===== src/rtl/sys2dfu_wb_pkg.sv =====
`default_nettype none
// +----------------------------------------------------------------------------+
// | Module      : sys2dfu_wb_pkg                                               |
// | Description : Shared types and default sizes for the array write-back path |
// | Revision    : 1.0 - initial release                                        |
// +----------------------------------------------------------------------------+
package sys2dfu_wb_pkg;

    localparam int c_ES_DEF         = 16;
    localparam int c_BANKS_DEF      = 4;
    localparam int c_SEL_W_DEF      = $clog2(c_BANKS_DEF);
    localparam int c_ADDR_W_DEF     = 8;
    localparam int c_FIFO_DEPTH_DEF = 4;
    localparam int c_FIFO_PTR_W     = $clog2(c_FIFO_DEPTH_DEF);

    typedef enum logic [1:0] {
        IDLE    = 2'd0,
        COLLECT = 2'd1,
        DONE    = 2'd2
    } wb_state_t;

endpackage
`default_nettype wire


===== src/rtl/sys2dfu_wb_demux_if.sv =====
`default_nettype none
// +----------------------------------------------------------------------------+
// | Module      : sys2dfu_wb_demux_if                                          |
// | Description : Controller, array and SRAM-side signals of the write-back    |
// |               demux; slave is the demux view, master the environment view  |
// | Revision    : 1.0 - initial release                                        |
// +----------------------------------------------------------------------------+
interface sys2dfu_wb_demux_if
    import sys2dfu_wb_pkg::*;
#(
    parameter int Es               = c_ES_DEF,
    parameter int no_of_sram_banks = c_BANKS_DEF,
    parameter int no_of_sel_ln     = c_SEL_W_DEF,
    parameter int ADDR_W           = c_ADDR_W_DEF
) ();

    logic                    start_wb;
    logic [ADDR_W-1:0]       wb_len;
    logic [ADDR_W-1:0]       wb_base_addr;
    logic [no_of_sel_ln-1:0] wb_demux_sel     [0:no_of_sram_banks-1];
    logic [Es-1:0]           sys2dfu_data_in  [0:no_of_sram_banks-1];
    logic                    sys2dfu_data_vld [0:no_of_sram_banks-1];
    logic                    sram_wr_rdy      [0:no_of_sram_banks-1];
    logic                    dfu2sram_wr_en   [0:no_of_sram_banks-1];
    logic [ADDR_W-1:0]       dfu2sram_wr_addr [0:no_of_sram_banks-1];
    logic [Es-1:0]           dfu2sram_wr_data [0:no_of_sram_banks-1];
    logic                    sys2dfu_stall    [0:no_of_sram_banks-1];
    logic                    ack_wb_start;
    logic                    wb_busy;
    logic                    wb_done;
    logic                    wb_err;

    modport slave (
        input  start_wb, wb_len, wb_base_addr, wb_demux_sel,
        input  sys2dfu_data_in, sys2dfu_data_vld, sram_wr_rdy,
        output dfu2sram_wr_en, dfu2sram_wr_addr, dfu2sram_wr_data,
        output sys2dfu_stall, ack_wb_start, wb_busy, wb_done, wb_err
    );

    modport master (
        output start_wb, wb_len, wb_base_addr, wb_demux_sel,
        output sys2dfu_data_in, sys2dfu_data_vld, sram_wr_rdy,
        input  dfu2sram_wr_en, dfu2sram_wr_addr, dfu2sram_wr_data,
        input  sys2dfu_stall, ack_wb_start, wb_busy, wb_done, wb_err
    );

endinterface
`default_nettype wire


===== src/rtl/wb_lane_fifo.sv =====
`default_nettype none
// +----------------------------------------------------------------------------+
// | Module      : wb_lane_fifo                                                 |
// | Description : Per-lane synchronous FIFO with a combinational head output   |
// | Revision    : 1.0 - initial release                                        |
// +----------------------------------------------------------------------------+
module wb_lane_fifo #(
    parameter int WIDTH = 16,
    parameter int DEPTH = 4
) (
    input  logic                   clk,
    input  logic                   rst,
    input  logic                   push,
    input  logic                   pop,
    input  logic [WIDTH-1:0]       din,
    output logic [WIDTH-1:0]       dout,
    output logic                   full,
    output logic                   empty,
    output logic [$clog2(DEPTH):0] count
);

    localparam int c_PTR_W = $clog2(DEPTH);

    logic [WIDTH-1:0]   r_mem [0:DEPTH-1];
    logic [c_PTR_W-1:0] r_wr_ptr;
    logic [c_PTR_W-1:0] r_rd_ptr;
    logic [c_PTR_W:0]   r_count;

    always_ff @(posedge clk) begin
        if (push) begin
            r_mem[r_wr_ptr] <= din;
        end
    end

    // Power-of-two depth lets the pointers wrap naturally.
    always_ff @(posedge clk) begin
        if (!rst) begin
            r_wr_ptr <= '0;
            r_rd_ptr <= '0;
            r_count  <= '0;
        end else begin
            if (push) r_wr_ptr <= r_wr_ptr + 1'b1;
            if (pop)  r_rd_ptr <= r_rd_ptr + 1'b1;
            case ({push, pop})
                2'b10:   r_count <= r_count + 1'b1;
                2'b01:   r_count <= r_count - 1'b1;
                default: r_count <= r_count;
            endcase
        end
    end

    assign dout  = r_mem[r_rd_ptr];
    assign full  = (r_count == (c_PTR_W+1)'(DEPTH));
    assign empty = (r_count == '0);
    assign count = r_count;

endmodule
`default_nettype wire


===== src/rtl/sys2dfu_wb_demux.sv =====
`default_nettype none
// +----------------------------------------------------------------------------+
// | Module      : sys2dfu_wb_demux                                             |
// | Description : Steers buffered array lanes to SRAM banks with per-lane      |
// |               addressing. Optional macro WB_CONFLICT_CHECK_EN rejects a    |
// |               non-permutation bank select at start.                        |
// | Revision    : 1.0 - initial release                                        |
// +----------------------------------------------------------------------------+
module sys2dfu_wb_demux
    import sys2dfu_wb_pkg::*;
#(
    parameter int Es               = c_ES_DEF,
    parameter int no_of_sram_banks = c_BANKS_DEF,
    parameter int no_of_sel_ln     = c_SEL_W_DEF,
    parameter int ADDR_W           = c_ADDR_W_DEF,
    parameter int FIFO_DEPTH       = c_FIFO_DEPTH_DEF
) (
    input  logic                    clk,
    input  logic                    rst,
    sys2dfu_wb_demux_if.slave       bus
);

    localparam int c_N     = no_of_sram_banks;
    localparam int c_CNT_W = $clog2(FIFO_DEPTH) + 1;

    wb_state_t               r_state;
    logic [no_of_sel_ln-1:0] r_sel      [0:c_N-1];
    logic [ADDR_W-1:0]       r_base;
    logic [ADDR_W-1:0]       r_len;
    logic [ADDR_W-1:0]       r_accepted [0:c_N-1];
    logic [ADDR_W-1:0]       r_written  [0:c_N-1];
    logic                    r_wr_en    [0:c_N-1];
    logic [ADDR_W-1:0]       r_wr_addr  [0:c_N-1];
    logic [Es-1:0]           r_wr_data  [0:c_N-1];
    logic                    r_stall    [0:c_N-1];
    logic                    r_ack;
    logic                    r_busy;
    logic                    r_done;
    logic                    r_err;

    logic [Es-1:0]           w_head     [0:c_N-1];
    logic                    w_full     [0:c_N-1];
    logic                    w_empty    [0:c_N-1];
    logic [c_CNT_W-1:0]      w_count    [0:c_N-1];
    logic [c_CNT_W-1:0]      w_nxt_cnt  [0:c_N-1];
    logic                    w_want     [0:c_N-1];
    logic                    w_push     [0:c_N-1];
    logic                    w_pop      [0:c_N-1];
    logic                    w_ovf      [0:c_N-1];
    logic                    w_all_written;
    logic                    w_conflict;

    generate
        for (genvar g = 0; g < c_N; g++) begin : g_lane
            wb_lane_fifo #(
                .WIDTH (Es),
                .DEPTH (FIFO_DEPTH)
            ) u_fifo (
                .clk   (clk),
                .rst   (rst),
                .push  (w_push[g]),
                .pop   (w_pop[g]),
                .din   (bus.sys2dfu_data_in[g]),
                .dout  (w_head[g]),
                .full  (w_full[g]),
                .empty (w_empty[g]),
                .count (w_count[g])
            );
        end
    endgenerate

    // Lowest-index lane holding data wins a shared bank; a pop on a full
    // FIFO frees the slot for a same-cycle push.
    always_comb begin
        for (int i = 0; i < c_N; i++) begin
            w_pop[i] = (r_state == COLLECT) && !w_empty[i] && bus.sram_wr_rdy[r_sel[i]];
            for (int j = 0; j < c_N; j++) begin
                if (j < i && !w_empty[j] && (r_sel[j] == r_sel[i])) w_pop[i] = 1'b0;
            end
            w_want[i]    = (r_state == COLLECT) && bus.sys2dfu_data_vld[i] && (r_accepted[i] < r_len);
            w_push[i]    = w_want[i] && (!w_full[i] || w_pop[i]);
            w_ovf[i]     = w_want[i] && w_full[i] && !w_pop[i];
            w_nxt_cnt[i] = w_count[i] + c_CNT_W'(w_push[i]) - c_CNT_W'(w_pop[i]);
        end
    end

    always_comb begin
        w_all_written = 1'b1;
        for (int i = 0; i < c_N; i++) begin
            if (r_written[i] != r_len) w_all_written = 1'b0;
        end
    end

`ifdef WB_CONFLICT_CHECK_EN
    always_comb begin
        w_conflict = 1'b0;
        for (int i = 0; i < c_N; i++) begin
            for (int j = 0; j < c_N; j++) begin
                if (j > i && (bus.wb_demux_sel[i] == bus.wb_demux_sel[j])) w_conflict = 1'b1;
            end
        end
    end
`else
    assign w_conflict = 1'b0;
`endif

    always_ff @(posedge clk) begin
        if (!rst) begin
            r_state <= IDLE;
            r_base  <= '0;
            r_len   <= '0;
            r_ack   <= 1'b0;
            r_busy  <= 1'b0;
            r_done  <= 1'b0;
            r_err   <= 1'b0;
            for (int i = 0; i < c_N; i++) begin
                r_sel[i]      <= '0;
                r_accepted[i] <= '0;
                r_written[i]  <= '0;
                r_wr_en[i]    <= 1'b0;
                r_wr_addr[i]  <= '0;
                r_wr_data[i]  <= '0;
                r_stall[i]    <= 1'b0;
            end
        end else begin
            r_ack  <= 1'b0;
            r_done <= 1'b0;
            for (int i = 0; i < c_N; i++) begin
                r_wr_en[i] <= 1'b0;
            end
            for (int i = 0; i < c_N; i++) begin
                r_stall[i] <= (w_nxt_cnt[i] >= c_CNT_W'(FIFO_DEPTH - 1));
                if (w_push[i]) r_accepted[i] <= r_accepted[i] + 1'b1;
                if (w_ovf[i])  r_err <= 1'b1;
                if (w_pop[i]) begin
                    r_written[i]        <= r_written[i] + 1'b1;
                    r_wr_en[r_sel[i]]   <= 1'b1;
                    r_wr_addr[r_sel[i]] <= r_base + r_written[i];
                    r_wr_data[r_sel[i]] <= w_head[i];
                end
            end

            case (r_state)
                IDLE: begin
                    if (bus.start_wb) begin
                        r_base <= bus.wb_base_addr;
                        r_len  <= bus.wb_len;
                        r_ack  <= 1'b1;
                        r_err  <= 1'b0;
                        for (int i = 0; i < c_N; i++) begin
                            r_sel[i]      <= bus.wb_demux_sel[i];
                            r_accepted[i] <= '0;
                            r_written[i]  <= '0;
                        end
                        if (w_conflict) begin
                            r_err   <= 1'b1;
                            r_state <= DONE;
                        end else if (bus.wb_len == '0) begin
                            r_state <= DONE;
                        end else begin
                            r_state <= COLLECT;
                            r_busy  <= 1'b1;
                        end
                    end
                end
                COLLECT: begin
                    if (w_all_written) r_state <= DONE;
                end
                DONE: begin
                    r_done  <= 1'b1;
                    r_busy  <= 1'b0;
                    r_state <= IDLE;
                end
                default: r_state <= IDLE;
            endcase
        end
    end

    assign bus.dfu2sram_wr_en   = r_wr_en;
    assign bus.dfu2sram_wr_addr = r_wr_addr;
    assign bus.dfu2sram_wr_data = r_wr_data;
    assign bus.sys2dfu_stall    = r_stall;
    assign bus.ack_wb_start     = r_ack;
    assign bus.wb_busy          = r_busy;
    assign bus.wb_done          = r_done;
    assign bus.wb_err           = r_err;

endmodule
`default_nettype wire


===== src/flat_wrapper.sv =====
// flat-port wrapper written by rule: the top's interface ports become plain ports
module sys2dfu_wb_demux_flat import sys2dfu_wb_pkg::*;
#(
    parameter int Es               = c_ES_DEF,
    parameter int no_of_sram_banks = c_BANKS_DEF,
    parameter int no_of_sel_ln     = c_SEL_W_DEF,
    parameter int ADDR_W           = c_ADDR_W_DEF,
    parameter int FIFO_DEPTH       = c_FIFO_DEPTH_DEF
)
  (clk, rst, bus_start_wb, bus_wb_len, bus_wb_base_addr, bus_wb_demux_sel, bus_sys2dfu_data_in, bus_sys2dfu_data_vld, bus_sram_wr_rdy, bus_dfu2sram_wr_en, bus_dfu2sram_wr_addr, bus_dfu2sram_wr_data, bus_sys2dfu_stall, bus_ack_wb_start, bus_wb_busy, bus_wb_done, bus_wb_err);
  sys2dfu_wb_demux_if #(.Es(Es), .no_of_sram_banks(no_of_sram_banks), .no_of_sel_ln(no_of_sel_ln), .ADDR_W(ADDR_W)) bus_i ();
  input  logic clk;
  input  logic rst;
  input wire logic [$bits(bus_i.start_wb)-1:0] bus_start_wb;
  input wire logic [$bits(bus_i.wb_len)-1:0] bus_wb_len;
  input wire logic [$bits(bus_i.wb_base_addr)-1:0] bus_wb_base_addr;
  input wire logic [$bits(bus_i.wb_demux_sel)-1:0] bus_wb_demux_sel;
  input wire logic [$bits(bus_i.sys2dfu_data_in)-1:0] bus_sys2dfu_data_in;
  input wire logic [$bits(bus_i.sys2dfu_data_vld)-1:0] bus_sys2dfu_data_vld;
  input wire logic [$bits(bus_i.sram_wr_rdy)-1:0] bus_sram_wr_rdy;
  output wire logic [$bits(bus_i.dfu2sram_wr_en)-1:0] bus_dfu2sram_wr_en;
  output wire logic [$bits(bus_i.dfu2sram_wr_addr)-1:0] bus_dfu2sram_wr_addr;
  output wire logic [$bits(bus_i.dfu2sram_wr_data)-1:0] bus_dfu2sram_wr_data;
  output wire logic [$bits(bus_i.sys2dfu_stall)-1:0] bus_sys2dfu_stall;
  output wire logic [$bits(bus_i.ack_wb_start)-1:0] bus_ack_wb_start;
  output wire logic [$bits(bus_i.wb_busy)-1:0] bus_wb_busy;
  output wire logic [$bits(bus_i.wb_done)-1:0] bus_wb_done;
  output wire logic [$bits(bus_i.wb_err)-1:0] bus_wb_err;
  assign bus_i.start_wb = bus_start_wb;
  assign bus_i.wb_len = bus_wb_len;
  assign bus_i.wb_base_addr = bus_wb_base_addr;
  assign bus_i.wb_demux_sel = {>>{bus_wb_demux_sel}};
  assign bus_i.sys2dfu_data_in = {>>{bus_sys2dfu_data_in}};
  assign bus_i.sys2dfu_data_vld = {>>{bus_sys2dfu_data_vld}};
  assign bus_i.sram_wr_rdy = {>>{bus_sram_wr_rdy}};
  assign bus_dfu2sram_wr_en = {>>{bus_i.dfu2sram_wr_en}};
  assign bus_dfu2sram_wr_addr = {>>{bus_i.dfu2sram_wr_addr}};
  assign bus_dfu2sram_wr_data = {>>{bus_i.dfu2sram_wr_data}};
  assign bus_sys2dfu_stall = {>>{bus_i.sys2dfu_stall}};
  assign bus_ack_wb_start = bus_i.ack_wb_start;
  assign bus_wb_busy = bus_i.wb_busy;
  assign bus_wb_done = bus_i.wb_done;
  assign bus_wb_err = bus_i.wb_err;
  sys2dfu_wb_demux #(.Es(Es), .no_of_sram_banks(no_of_sram_banks), .no_of_sel_ln(no_of_sel_ln), .ADDR_W(ADDR_W), .FIFO_DEPTH(FIFO_DEPTH)) u_core (.clk(clk), .rst(rst), .bus(bus_i));
endmodule

===== config.mk =====
export PLATFORM = sky130hd
export DESIGN_NAME = sys2dfu_wb_demux_flat
export DESIGN_NICKNAME = d
export VERILOG_FILES = /design/src/rtl/sys2dfu_wb_pkg.sv /design/src/rtl/sys2dfu_wb_demux_if.sv /design/src/rtl/wb_lane_fifo.sv /design/src/rtl/sys2dfu_wb_demux.sv /design/src/flat_wrapper.sv
export SDC_FILE = /design/constraint.sdc
export NUM_CORES = 1
export LEC_CHECK = 0
export BUFFER_PORTS_ARGS = -buffer_cell sky130_fd_sc_hd__buf_2
export CAP_MARGIN = 20
export CORE_ASPECT_RATIO = 0.75
export CORE_MARGIN = 5
export CORE_UTILIZATION = 45
export DETAILED_ROUTE_END_ITERATION = 10
export SLEW_MARGIN = 20
export SYNTH_ARGS = -nofsm -noshare
export SYNTH_HDL_FRONTEND = slang
export SYNTH_SLANG_ARGS = --single-unit

===== constraint.sdc =====
create_clock -name clk -period 3.4 [get_ports clk]
set_clock_uncertainty 0.2 [all_clocks]
set_input_delay 0.51 -clock clk [delete_from_list [all_inputs] [get_ports clk]]
set_output_delay 0.51 -clock clk [all_outputs]
set_load 0.02 [all_outputs]

# After elaboration in Yosys (flattened, before gate mapping)
# Memory sizes are Yosys's and may differ from the RTL's. A register that Yosys moved wholly into a read port is not among the register bits.
# Index checks and enable logic that the tools add are counted.
# totals
mem_bits_rw	328
memories	7
register_bits	154
out_inout_bits	108
# memory_table
memory	words	word_bits	read_ports	rd_clocked_by_memory_dff	wr	line	rtl
u_core.g_lane[0].u_fifo.r_mem	4	16	1	1	1	wb_lane_fifo.sv:24	logic [WIDTH-1:0] r_mem [0:DEPTH-1];
u_core.g_lane[1].u_fifo.r_mem	4	16	1	1	1	wb_lane_fifo.sv:24	
u_core.g_lane[2].u_fifo.r_mem	4	16	1	1	1	wb_lane_fifo.sv:24	
u_core.g_lane[3].u_fifo.r_mem	4	16	1	1	1	wb_lane_fifo.sv:24	
u_core.r_accepted	4	8	4	0	4	sys2dfu_wb_demux.sv:30	logic [ADDR_W-1:0] r_accepted [0:c_N-1];
u_core.r_written	4	8	4	0	4	sys2dfu_wb_demux.sv:31	logic [ADDR_W-1:0] r_written [0:c_N-1];
1 more memories	-	-	-	-	-	-	
# op_classes
n_reduce_logical	68
eq_ne	27
n_bitwise	27
n_lt_le_gt_ge	16
n_addsub	36
muxes	154
# op_table
operator	n
two-way mux 64 bit	7
bitwise mux 64 bit	4
two-way mux 32 bit	7
two-way mux 8 bit	20
bitwise mux 32 bit	4
demux 16 bit (select 2 bit)	4
adder 8 x 1 -> 8 bit (second input constant)	8
demux 8 bit (select 2 bit)	4
two-way mux 1 bit	64
two-way mux 16 bit	4
logical AND 1 bit	38
adder 8 bit	4
less-than comparator 8 bit	4
!= test 8 bit	4
two-way mux 2 bit	15
two-way mux 4 bit	7
case mux 3 bit (2 select lines)	4
OR 1 bit	20
adder 2 x 1 -> 2 bit (second input constant)	8
adder 3 x 1 -> 3 bit	4
adder 3 x 1 -> 3 bit (second input constant)	4
equality test 2 bit	6
equality test 3 bit (second input constant)	4
>= comparator 3 x 2 -> 1 bit (second input constant)	4
22 further kinds	76

# Longest topological paths before layout
# An unclocked memory read counts as a cell.
# logic_depth
word_depth	17
mapped_depth	13
mapped_depth_nobuf	12

# Hierarchy
# From an unflattened synthesis, not the netlist that was laid out.
# hier_totals
cells_unflattened	2090
hier_area_um2	24204.5
# modules_own_cells
module	n_inst	area_per_inst_um2	cells_per_inst	seq_area_each_um2
sys2dfu_wb_demux	1	13018.7	1570	4364.2
wb_lane_fifo	4	2796.4	130	2102.0

# Worst setup path before layout
# Ideal clock, no wire load.
# synth_timing
kind	register to register
start	memory u_core.r_sel[0][0] in the netlist's numbering
end	register u_core.r_stall, in the netlist u_core.bus.sys2dfu_stall[1]
arrival_ns	2.700
stages_incl_launch_ff	12
synth_period_minus_slack_ns	3.032
slack_ns	0.368
n_path_buf	2
setup_time_ns	0.132
path_cell_list	edfxtp_1 buf_2 xor2_1 o311ai_2 nor2_2 o21a_1 buf_2 ha_1 fa_1 xnor2_1 xnor2_1 a21oi_1
# synth_lines
element	line	rtl
from (decl)	sys2dfu_wb_demux.sv:27	logic [no_of_sel_ln-1:0] r_sel [0:c_N-1];
to (signal, indexed assignment)	sys2dfu_wb_demux.sv:132	r_stall[i] <= (w_nxt_cnt[i] >= c_CNT_W'(FIFO_DEPTH - 1));
to (decl)	sys2dfu_wb_demux.sv:35	logic r_stall [0:c_N-1];

# Worst setup path after layout
# layout_timing
start	register u_core.g_lane[0].u_fifo.r_count[1]
end	register u_core.r_stall, in the netlist u_core.bus.sys2dfu_stall[2]
# layout_between
elab_chain_len	9
# layout_rtl
element	line	rtl
from (decl)	wb_lane_fifo.sv:27	logic [c_PTR_W:0] r_count;
from (signal assigned)	wb_lane_fifo.sv:45	2'b10: r_count <= r_count + 1'b1;
from (signal assigned)	wb_lane_fifo.sv:46	2'b01: r_count <= r_count - 1'b1;
from (signal assigned)	wb_lane_fifo.sv:47	default: r_count <= r_count;
zero test 3 bit *	wb_lane_fifo.sv:54	assign empty = (r_count == '0);
zero test 1 bit *	sys2dfu_wb_demux.sv:78	if (j < i && !w_empty[j] && (r_sel[j] == r_sel[i])) w_pop[i] = 1'b0;
logical AND 1 bit *	sys2dfu_wb_demux.sv:78	
two-way mux 1 bit *	sys2dfu_wb_demux.sv:78	
logical OR 1 bit	sys2dfu_wb_demux.sv:81	w_push[i] = w_want[i] && (!w_full[i] || w_pop[i]);
logical AND 1 bit	sys2dfu_wb_demux.sv:81	
adder 3 x 1 -> 3 bit	sys2dfu_wb_demux.sv:83	w_nxt_cnt[i] = w_count[i] + c_CNT_W'(w_push[i]) - c_CNT_W'(w_pop[i]);
subtractor 3 x 1 -> 3 bit *	sys2dfu_wb_demux.sv:83	
>= comparator 3 x 2 -> 1 bit *	sys2dfu_wb_demux.sv:132	
# Mark *: on every way between the ends. The rest lies on a longest branch, timed or not.
# A chain may end at the register's enable or synchronous reset.

==> metrics.md <==
| Metric | Value |
|---|---|
| Status | finished clean |
| Row count | 72 |
| Wire length per cell | 23.37 µm |
| CP Launch Type | register |
| Crit path kind | register to register |
| CTS Buf Count | 50 |
| Setup TNS | 0 ns |
| Yosys cell types | 68 |
| Netlist Area Pre-Place | 0.02333 mm² |
| First-pass GRT wire length | 109.8 mm |
| Max FO, Critical Path | 6 |
| Area Growth Syn to Fin | 20.38% |
| Worst Path Arrival | 3.34 ns |
| CTS tree | built |
| Post_cts resized | 0 |
| Post-synth top flop | edfxtp_1 |
| Crit-path cells | or3_1 > a311o_1 > nor2b_1 > ha_1 > inv_1 > ha_1 > fa_1 > xnor2_1 > xnor2_1 > a21oi_1 |
| Register area share after synthesis | 0.5474 |
| Commonest non-fill, non-tap cells in the layout | edfxtp_1 (296), a21oi_1 (234), nor2_1 (213) |
| Power per cell area | 495.1 mW/mm² |
| Period Utilization, post-route | 0.9096 |
| DIE HEIGHT | 207.2 µm |
| Worst skew pair latency | 0.61 ns |
| # DRC | 0 |
| Final HPWL DP | 52.02 mm |
| IO Count | 207 |
| Setup slack after placement | 0.3185 ns |
| Total clock sinks | 490 |
| Fin worst setup slack | 0.3075 ns |
| Share of post-route cells with drive strength above 1 | 0.1909 |
| Nets | 2587 |
| Core Util, Final | 0.5461 |
| HP Class | input port to register |
| Die area | 0.05655 mm² |
| Initial DRC count | 2192 |
| Final min period | 3.093 ns |
| Placer congestion estimate | 0.9407 |
| Total power | 13.91 mW |
| Max-slew headroom | 0.2233 |
| Most common cell after layout, fill and taps aside | edfxtp_1 |
| Unrepaired setup endpoints after global routing | no |
| CP Launch Point | u_core.g_lane[0].u_fifo.count[1] |
| DR vias/cell | 5.816 |
| Post-Syn Instances | 2081 |
| YS warnings | 0 |
| Largest net degree at the start of global routing | 111 |
| GRT Residual Overflow | 0 |
| Static leakage | 10.29 nW |
| EDFF count, synth | 296 |
| DR pass1 iterations | 5 |
| CP Capture Type | register |
| Post-synthesis area per instance | 11.21 µm² |
| Vias in the first global route | 17536 |
| Max-Cap Viols | 0 |
| Critical path data required time | 3.65 ns |
| VDD IR max | 415.0 µV |
| Slowest CP cell | or3_1 |
| Final setup fails | 0 |
| Worst-Margin Slew | 1.165 ns |
| CTS clock-pin slew for the worst setup and hold paths | 0.06 ns |
| Syn nets | 2280 |
| Antenna violations before repair | 8 |
| Hold_sp | bus_wb_demux_sel[1] |
| Die X | 272.9 µm |
| Synth Register Bits | 490 |
| H-tree Lvls | 2 |
| Gr usage total | 0.2523 |
| Post-route ant nets | 0 |
| Root buf cell | clkbuf_16 |
| Worst r2r src | u_core.g_lane[0].u_fifo.count[1] |
| Drt total wl | 73.29 mm |
| Bufs on Longest Clock Path | 3 |
| Via count | 18238 |
| Port bufs | 206 |
| Starting density of the core | 0.4536 |
| CP peak stage delay | 0.48 ns |
| Fin. max-slew vios | 0 |
| Ys async rst share | 0 |
| Fin. Hold Viols | 0 |
| Core box area | 0.05144 mm² |
| Maximum clock frequency | 323.4 MHz |
## layer usage
layer	part of all wire	routed length, µm	global-route usage
met4	0.027	1990	0.07147
met5	0.00083	61	0
met3	0.099	7220	0.06976
met1	0.45	33320	0.3812
met2	0.42	30700	0.3570
## flip-flops by register name, summed over array words and instances (netlist names), 12 cells and up, named ones only
signal / flops
u_core.g_lane.u_fifo.r_mem: 256
u_core.bus.dfu2sram_wr_data: 64
u_core.bus.dfu2sram_wr_addr: 32
u_core.r_accepted: 32
u_core.r_written: 32
u_core.g_lane.u_fifo.count: 12
## critical path, delay by kind of cell (launching register included)
| kind | cells | cell delay, ns |
|---|---|---|
| AOI/OAI and AO/OA | 2 | 0.40 |
| adders and majority gates | 3 | 0.76 |
| buffers and inverters | 1 | 0.04 |
| DFF | 1 | 0.35 |
| xor gates and xnor gates | 2 | 0.32 |
| and+or+nand+nor | 2 | 0.87 |
## metrics by stage
stage / instances / instance area [µm²] / hold slack [ns]
floorplan: 2081 / 23330 / 0.2534
global placement: 2959 / 25500 / 0.2724
detailed placement: 2959 / 25500 / 0.2799
CTS: 3133 / 28080 / 0.008220
global route: 3134 / 28080 / 0.02247
finish: 3136 / 28090 / 0.03099
## final cells by class
cell class                      instances  area (µm²)
Inverter                               69       259.0
Fill cell                            4384       23350
Tap cell                              703       879.6
Clock buffer                           63        1361
Timing Repair Buffer                  375        2575
Antenna cell                            3       7.507
Multi-Input combinational cell       1402        9813
Sequential cell                       490       12770
Clock inverter                         31       421.7
## where the power goes
group	leakage [nW]	internal (mW)	switching [mW]	total, mW
clock network	0.874	3.54	2.42	5.96
registers	4.31	6.45	0.160	6.61
logic	5.11	0.524	0.811	1.33
## kinds of logic (layout without fill, tap and decap cells)
kind of cell               count (synthesis)  in the layout  synth area share
xor gates and xnor gates                 107            107           0.04016
buffers and inverters                    189            538           0.03314
AOI/OAI and AO/OA                        557            557            0.1384
adders and majority gates                100            100           0.05748
other                                      0              3                 0
and+or+nand+nor                          565            565            0.1157
DFF                                      490            490            0.5474
muxes                                     73             73           0.06778
## worst paths after layout
check	end	slack, ns	depth (start not counted)
setup / recovery	u_core.bus.sys2dfu_stall[2]	0.31	10
hold / removal	u_core.r_sel[3][1]	0.03	2
setup reg to reg	u_core.bus.sys2dfu_stall[2]	0.31	10
hold reg to reg	u_core.r_len[7]	0.29	2
## Yosys cell counts (all sizes together), types with 2 or more instances
| cell type | n | area share |
|---|---|---|
| mux4 | 68 | 0.066 |
| o311ai | 5 | 0.0022 |
| mux2i | 5 | 0.0021 |
| o21bai | 4 | 0.0013 |
| o21ai | 162 | 0.036 |
| and3 | 33 | 0.0088 |
| o21a | 5 | 0.0016 |
| ha | 88 | 0.047 |
| and2 | 20 | 0.0054 |
| dfxtp | 194 | 0.17 |
| edfxtp | 296 | 0.38 |
| nand4 | 18 | 0.0048 |
| nor2 | 215 | 0.035 |
| buf | 45 | 0.010 |
| nand2b | 13 | 0.0035 |
| inv | 68 | 0.011 |
| a221oi | 17 | 0.0064 |
| nor2b | 10 | 0.0027 |
| o311a | 2 | 0.00086 |
| a21oi | 234 | 0.050 |
| fa | 12 | 0.010 |
| nand2 | 84 | 0.014 |
| or2 | 5 | 0.0013 |
| xor2 | 51 | 0.019 |
| o31ai | 4 | 0.0015 |
| nor3 | 80 | 0.018 |
| a211oi | 11 | 0.0038 |
| xnor2 | 56 | 0.021 |
| o31a | 4 | 0.0015 |
| nand3 | 47 | 0.010 |
| a2bb2oi | 2 | 0.00075 |
| or3 | 10 | 0.0027 |
| o22ai | 72 | 0.019 |
| or4 | 12 | 0.0039 |
| o211ai | 14 | 0.0045 |
| nor4bb | 3 | 0.0013 |
| a21o | 3 | 0.00097 |
| nand3b | 4 | 0.0013 |
| clkbuf | 75 | 0.012 |
| nor3b | 8 | 0.0030 |
| o221ai | 11 | 0.0041 |
## timing repair
action | 4_1_cts | 5_1_grt
endpoints found under the hold margin | 272 | 0
buffers inserted | 0 | 0
hold buffers | 80 | 0
Note: power is estimated with default switching activity, not from simulation.
